$ cat config.mk
export PLATFORM = sky130hd
export DESIGN_NAME = score_display_mux
export DESIGN_NICKNAME = d
export VERILOG_FILES = /design/src/rtl/score_display_mux.sv
export SDC_FILE = /design/constraint.sdc
export NUM_CORES = 1
export LEC_CHECK = 0
export ABC_AREA = 1
export BUFFER_PORTS_ARGS = -buffer_cell sky130_fd_sc_hd__buf_4
export CAP_MARGIN = 30
export CORE_ASPECT_RATIO = 0.5
export CORE_MARGIN = 1
export CORE_UTILIZATION = 36
export DETAILED_ROUTE_END_ITERATION = 8
export SYNTH_ARGS = -nofsm -noshare
export SYNTH_HDL_FRONTEND = slang
export SYNTH_SLANG_ARGS = --single-unit
$ cat constraint.sdc
create_clock -name clk -period 2.61 [get_ports clk]
set_input_delay 0.522 -clock clk [delete_from_list [all_inputs] [get_ports clk]]
set_output_delay 0.522 -clock clk [all_outputs]
set_load 0.005 [all_outputs]
$ cat src/rtl/score_display_mux.sv
// rtl/score_display_mux.sv - four-digit multiplexed seven-segment score display
module score_display_mux #(
    parameter int REFRESH_DIV  = 50000,
    parameter int BLINK_FRAMES = 64
) (
    input  logic       clk,
    input  logic       reset,
    input  logic [3:0] units_place,
    input  logic [3:0] tens_place,
    input  logic [3:0] hundreds_place,
    input  logic [3:0] thousands_place,
    input  logic       blink,
    output logic [3:0] an,
    output logic [6:0] seg,
    output logic       dp
);

    localparam int             CW         = (REFRESH_DIV > 1) ? $clog2(REFRESH_DIV) : 1;
    localparam logic [CW-1:0]  REFRESH_LAST = CW'(REFRESH_DIV - 1);
    localparam logic [7:0]     FRAME_LAST   = 8'(BLINK_FRAMES - 1);

    logic [CW-1:0] refresh_cnt;
    logic [1:0]    slot;
    logic [7:0]    frame_cnt;
    logic          blink_phase;
    logic [3:0]    sh_units, sh_tens, sh_hundreds, sh_thousands;

    logic          slot_tick;
    logic          frame_start;
    logic [3:0]    digit;
    logic          blanked;
    logic [3:0]    an_d;
    logic [6:0]    seg_d;

    // Segment patterns are g..a, active low; anything outside BCD shows a dash.
    function automatic logic [6:0] encode(input logic [3:0] d);
        case (d)
            4'd0:    encode = 7'b1000000;
            4'd1:    encode = 7'b1111001;
            4'd2:    encode = 7'b0100100;
            4'd3:    encode = 7'b0110000;
            4'd4:    encode = 7'b0011001;
            4'd5:    encode = 7'b0010010;
            4'd6:    encode = 7'b0000010;
            4'd7:    encode = 7'b1111000;
            4'd8:    encode = 7'b0000000;
            4'd9:    encode = 7'b0010000;
            default: encode = 7'b0111111;
        endcase
    endfunction

    assign slot_tick   = (refresh_cnt == REFRESH_LAST);
    assign frame_start = slot_tick && (slot == 2'd3);
    assign dp          = 1'b1;

    always_ff @(posedge clk) begin
        if (reset) begin
            refresh_cnt  <= '0;
            slot         <= 2'd0;
            frame_cnt    <= 8'd0;
            blink_phase  <= 1'b0;
            sh_units     <= 4'd0;
            sh_tens      <= 4'd0;
            sh_hundreds  <= 4'd0;
            sh_thousands <= 4'd0;
        end else begin
            refresh_cnt <= slot_tick ? '0 : refresh_cnt + 1'b1;
            if (slot_tick) begin
                slot <= slot + 2'd1;
            end
            // Digits are latched only at frame boundaries so a frame never mixes two scores.
            if (frame_start) begin
                sh_units     <= units_place;
                sh_tens      <= tens_place;
                sh_hundreds  <= hundreds_place;
                sh_thousands <= thousands_place;
                if (frame_cnt == FRAME_LAST) begin
                    frame_cnt   <= 8'd0;
                    blink_phase <= ~blink_phase;
                end else begin
                    frame_cnt <= frame_cnt + 8'd1;
                end
            end
        end
    end

    always_comb begin
        digit   = sh_units;
        blanked = 1'b0;
        case (slot)
            2'd0: begin
                digit   = sh_units;
                blanked = 1'b0;
            end
            2'd1: begin
                digit   = sh_tens;
                blanked = (sh_thousands == 4'd0) && (sh_hundreds == 4'd0) && (sh_tens == 4'd0);
            end
            2'd2: begin
                digit   = sh_hundreds;
                blanked = (sh_thousands == 4'd0) && (sh_hundreds == 4'd0);
            end
            default: begin
                digit   = sh_thousands;
                blanked = (sh_thousands == 4'd0);
            end
        endcase
    end

    always_comb begin
        an_d  = 4'b1111;
        seg_d = 7'h7F;
        if (!blanked && !(blink && blink_phase)) begin
            an_d  = ~(4'b0001 << slot);
            seg_d = encode(digit);
        end
    end

    always_ff @(posedge clk) begin
        if (reset) begin
            an  <= 4'b1111;
            seg <= 7'h7F;
        end else begin
            an  <= an_d;
            seg <= seg_d;
        end
    end

endmodule

Yosys cells after proc, flatten, opt, wreduce, memory -nomap -nowiden
Memory sizes are Yosys's and may differ from the RTL's. A register that Yosys moved wholly into a read port is not among the register bits.
Index checks and enable logic that the tools add are counted.
{ "classes": {"bitwise_logic": 3, "n_shift": 1, "eq_ne": 5, "add_sub_neg": 3, "n_mux": 3, "reduce_logical": 14} }
{ "op_table": {"columns": ["operator", "n"], "rows": [
  ["16-bit by 1-bit adder with 16-bit output (second input constant)", 1],
  ["16-bit equality test (second input constant)", 1],
  ["4-bit zero test", 3],
  ["4-bit one-hot mux with 3 select lines", 1],
  ["8-bit by 1-bit adder with 8-bit output (second input constant)", 1],
  ["8-bit by 6-bit equality test with 1-bit output (second input constant)", 1],
  ["8-bit two-way mux", 1],
  ["1-bit logical AND", 5],
  ["2-bit equality test (second input constant)", 2],
  ["4-bit NOT", 1],
  ["2-bit OR reduction", 2],
  ["1-bit by 2-bit << shifter with 4-bit output (first input constant)", 1],
  ["1-bit one-hot mux with 3 select lines", 1],
  ["2-bit by 1-bit adder with 2-bit output (second input constant)", 1],
  ["2-bit by 1-bit equality test with 1-bit output (second input constant)", 1],
  ["1-bit zero test", 2],
  ["2-bit zero test", 1],
  ["1-bit NOT", 2],
  ["2-bit AND reduction", 1]
]} }
{ "word_totals": {"mem_count": 1, "romBits": 112, "output_inout_bits": 12, "register_bits": 47, "inputBits": 19, "word_cells": 39} }
{ "memory_table": {"columns": ["memory", "depth", "word_bits", "rd", "rd_ports_with_merged_regs", "write_ports", "line", "rtl"], "rows": [
  ["(no name shown)", 16, 7, 1, 1, 0, "37", "case (d)"]
]} }

Depth between registers and ports, before layout
{ "logic_depth": {"ltp_word": 8, "mapped_depth": 12, "depth_no_buf": 12} }

Worst setup path after synthesis
OpenSTA, ideal clock, no wires.
{ "synth_timing": {"kind": "reg2reg", "start": "register slot[0]", "end": "register seg[4]", "required_ns": 2.493, "stages_incl_launch_ff": 12, "arrival_time_ns": 1.669, "synth_period_minus_slack_ns": 1.785, "path_buffers": 0, "path_slack_ns": 0.825, "setup_ns": 0.117, "path_cell_list": "dfxtp_1 > inv_1 > ha_1 > nand2_1 > nand2_1 > o21bai_1 > ha_1 > inv_1 > nand3_1 > nand2_1 > a21oi_1 > nand2_1"} }
{ "synth_via": {"elab_chain_cells": 6, "elab_cells_between_ends": 9, "classes_between": "eq/ne (2); mux (2); bitwise (1); reduce/logical (4)"} }
{ "synth_lines": {"columns": ["item", "line", "rtl"], "rows": [
  ["start, declared", "23", "logic [1:0] slot;"],
  ["start signal, assigned", "69", "slot <= slot + 2'd1;"],
  ["2-bit equality test, or another cell as far along", "90", "case (slot)"],
  ["1-bit one-hot mux with 3 select lines", "90", null],
  ["1-bit zero test", "113", "if (!blanked && !(blink && blink_phase)) begin"],
  ["1-bit logical AND", "113", null],
  ["1-bit NOT (no source line)", null, null],
  ["2-bit OR reduction (no source line)", null, null],
  ["end, declared", "14", "output logic [6:0] seg,"]
]} }
Several ways; a longest one is shown, not always the timed one.
A chain may end at the register's enable or synchronous reset.

Worst setup path in the final report
Ends and elaborated chain as after synthesis.

==> metrics.yaml <==
timing:
  layout_setup_ws_ps: 599.2
  relSlewSlack_pct: 64.40
  min_period_over_period_pct: 77.04
  skew_ps: 7.057
  post-route-min-period_ps: 2011
  grt_setup_unrepaired: "no"
  fmax_ghz: 0.4973
  setup_tns_ps: 0
  tightest_slew_ps: 532.6
  maxSlewViolCount: 0
  finalHoldViolations: 0
  finalSetupViolCount: 0
run_status:
  violations: "design-rule violations"
  run_status: "finished with violations"
worst_setup_path:
  crit_path_frequent_cell: "nand2_1"
  crit_arrival_ps: 2190
  critPathLaunchType: "flip-flop"
  crit_type: "flip-flop to flip-flop"
  required_ps: 2790
  crit_path_end_kind: "flip-flop"
  max_stage_delay_ps: 400
  path_cells: "inv_1 -> ha_1 -> nand2_1 -> nand2_1 -> o21bai_1 -> ha_1 -> inv_1 -> nand3_1 -> nand2_1 -> a21oi_1 -> nand2_1"
  crit_path_max_fanout: 6
  critPathSlowestCell: "dfxtp_1"
logic_synthesis:
  synth_commonest_cells: "108 x nand2_1, 54 x dfxtp_1, 41 x nor2_1"
  postSynthNetCount: 398
  yosys.cell_count.top_type: "nand2_1"
  yosysTopAreaCell: "dfxtp_1"
  synthArstFlopShare_pct: 0
  synth_ff_type: "dfxtp_1"
  syn_inst: 369
  yosys_warnings: 0
  synth_seq_cells: 54
  avgSynthCellArea_sq_um: 7.385
  syn_area_sq_um: 2725
  synth_edf_count: 0
  yosysSeqAreaShare_pct: 39.67
  yosys-top-cells-area: "dfxtp_1 40%, nand2_1 15%, a21oi_2 6.4%"
  synth_top_area_share_pct: 39.67
  yosysUniqueCellTypes: 34
global_routing:
  grt_max_degree: 30
  grt_pass1_vias: 2019
  grt_pass1_wl_um: 9232
  grt_overflow: 0
  grt_usage_pct: 14.63
  antenna_found_initial: 0
place:
  place_ws_ps: 645.6
  place_congestion: 0.7978
  dpl.hpwl_um: 3931
  placed_area_sq_um: 3002
  post-place-cells: 482
  io_buffers: 29
power_and_ir_drop:
  powerDensity_nw_per_um2: 519.1
  totalPowerFinal_mw: 1.643
  p_leak_nw: 1.282
  irDropWorstVdd_uv: 327.3
run:
  maxCapViolations: 0
layout:
  final_nets: 426
  area_delta_synth_final_pct: 16.12
  final_cells: 490
  antennaDiodeCount: 0
  drive_gt1_share_pct: 23.87
  postLayoutCellArea_sq_um: 3164
clocking:
  clk_path_buf_depth: 2
  clock_sinks: 54
  cts.reportedPaths.clkPinSlew_ps: 70
  cts_tree: "built"
  htreeDepth: 2
  clock_latency_ps: 290
  post_cts_resized: 0
  cts_made_buffers: 5
  cts_setup_buffers: 0
  ctsHoldBuffers: 0
  cts_root_buf: "clkbuf_16"
die:
  die_h_um: 63.52
  core_sq_um: 6989
  initial_core_util_pct: 38.99
  num_io_pins: 31
  placementRows: 21
  die_width_um: 125.0
  die_area_sq_um: 7943
routing:
  wl_um: 5347
  viasPerCell: 4.541
  wl_per_cell_um: 10.91
  drc: 2
  postRouteAntennaNets: 0
  first_pass_iters: 6
  dr.first_iter.drc_count: 100
  dr_total_vias: 2225
worst_hold_path:
  worst_hold_path_type: "flip-flop to flip-flop"
==> registers in the layout (all words and copies together), names as in the netlist <==
register	cells
refresh_cnt	16
sh_units	4
blink_phase	1
sh_thousands	4
slot	2
sh_tens	4
seg	7
an	4
sh_hundreds	4
frame_cnt	8
==> cell type report <==
cell class                 count  area (sq um)
fill                         743          3825
multi-input combinational    275          1459
sequential                    54          1081
timing repair buffer          30         225.2
clock buffer                   7         132.6
inverter                      31         121.4
tap                           92         115.1
clock inverter                 1         30.03
==> cells by family (layout without fill, tap and decap cells) <==
logic type	Yosys count	after routing	share of synthesized area, %
AO/OA/AOI/OAI	49	49	12.17
XOR/XNOR	9	9	2.892
adder cells (fa/ha/maj)	10	10	4.591
buffers and inverters	40	69	6.795
flip-flops	54	54	39.67
other	1	1	0.1376
AND/OR/NAND/NOR	206	206	33.75
==> layout by cell type (no fill, tap or decap), drive strengths merged <==
master	n
or2	4
nand4	6
xnor2	4
o211ai	1
xor2	5
nor3b	1
clkinv	1
nand2	131
inv	30
bufinv	1
buf	30
nand3	17
clkbuf	7
dfxtp	54
ha	10
conb	1
o21ai	7
nor2	44
o21bai	2
nand3b	1
nor3	1
nor4	1
a21oi	39
==> through the flow <==
| stage | util (%) | hold slack [ps] |
|---|---|---|
| after CTS | 45.27 | 454.5 |
| after detailed placement | 42.95 | 437.3 |
| final | 45.27 | 450.7 |
| after global placement | 42.95 | 433.4 |
| after floorplan | - | 417.6 |
| after global routing | 45.27 | 462.0 |
==> power by group <==
group          switching [mW]  leakage, nW  internal (mW)  total (mW)
Sequential            0.00449        0.438          0.833       0.838
Combinational          0.0294        0.765         0.0287      0.0581
Clock                   0.293       0.0781          0.454       0.747
Total                   0.326         1.28           1.32        1.64
==> worst max-delay path: cells and delay by family (launching register included) <==
kind	cells	cell delay, ps
compound gates	2	460
flops	1	400
fa+ha+maj	2	530
buf+inv	2	160
simple gates	5	350
==> layer usage <==
| metal | up-vias | global-route usage [%] | part of all wire (%) |
|---|---|---|---|
| li1 | 1219 | - | - |
| met1 | 975 | 20.63 | 57 |
| met2 | 24 | 20.95 | 38 |
| met3 | 7 | 4.333 | 3.5 |
| met4 | 0 | 5.030 | 1.3 |
| met5 | - | 0 | 0 |
==> path summary, 6_finish.rpt <==
kind	start	to	slack (ps)	cells past startpoint
hold / removal	refresh_cnt[0]	refresh_cnt[0]	450	1
setup reg to reg	slot[0]	seg[4]	600	11
hold reg to reg	refresh_cnt[0]	refresh_cnt[0]	450	1
setup / recovery	slot[0]	seg[4]	600	11
Power figures use the tool's default switching activity.
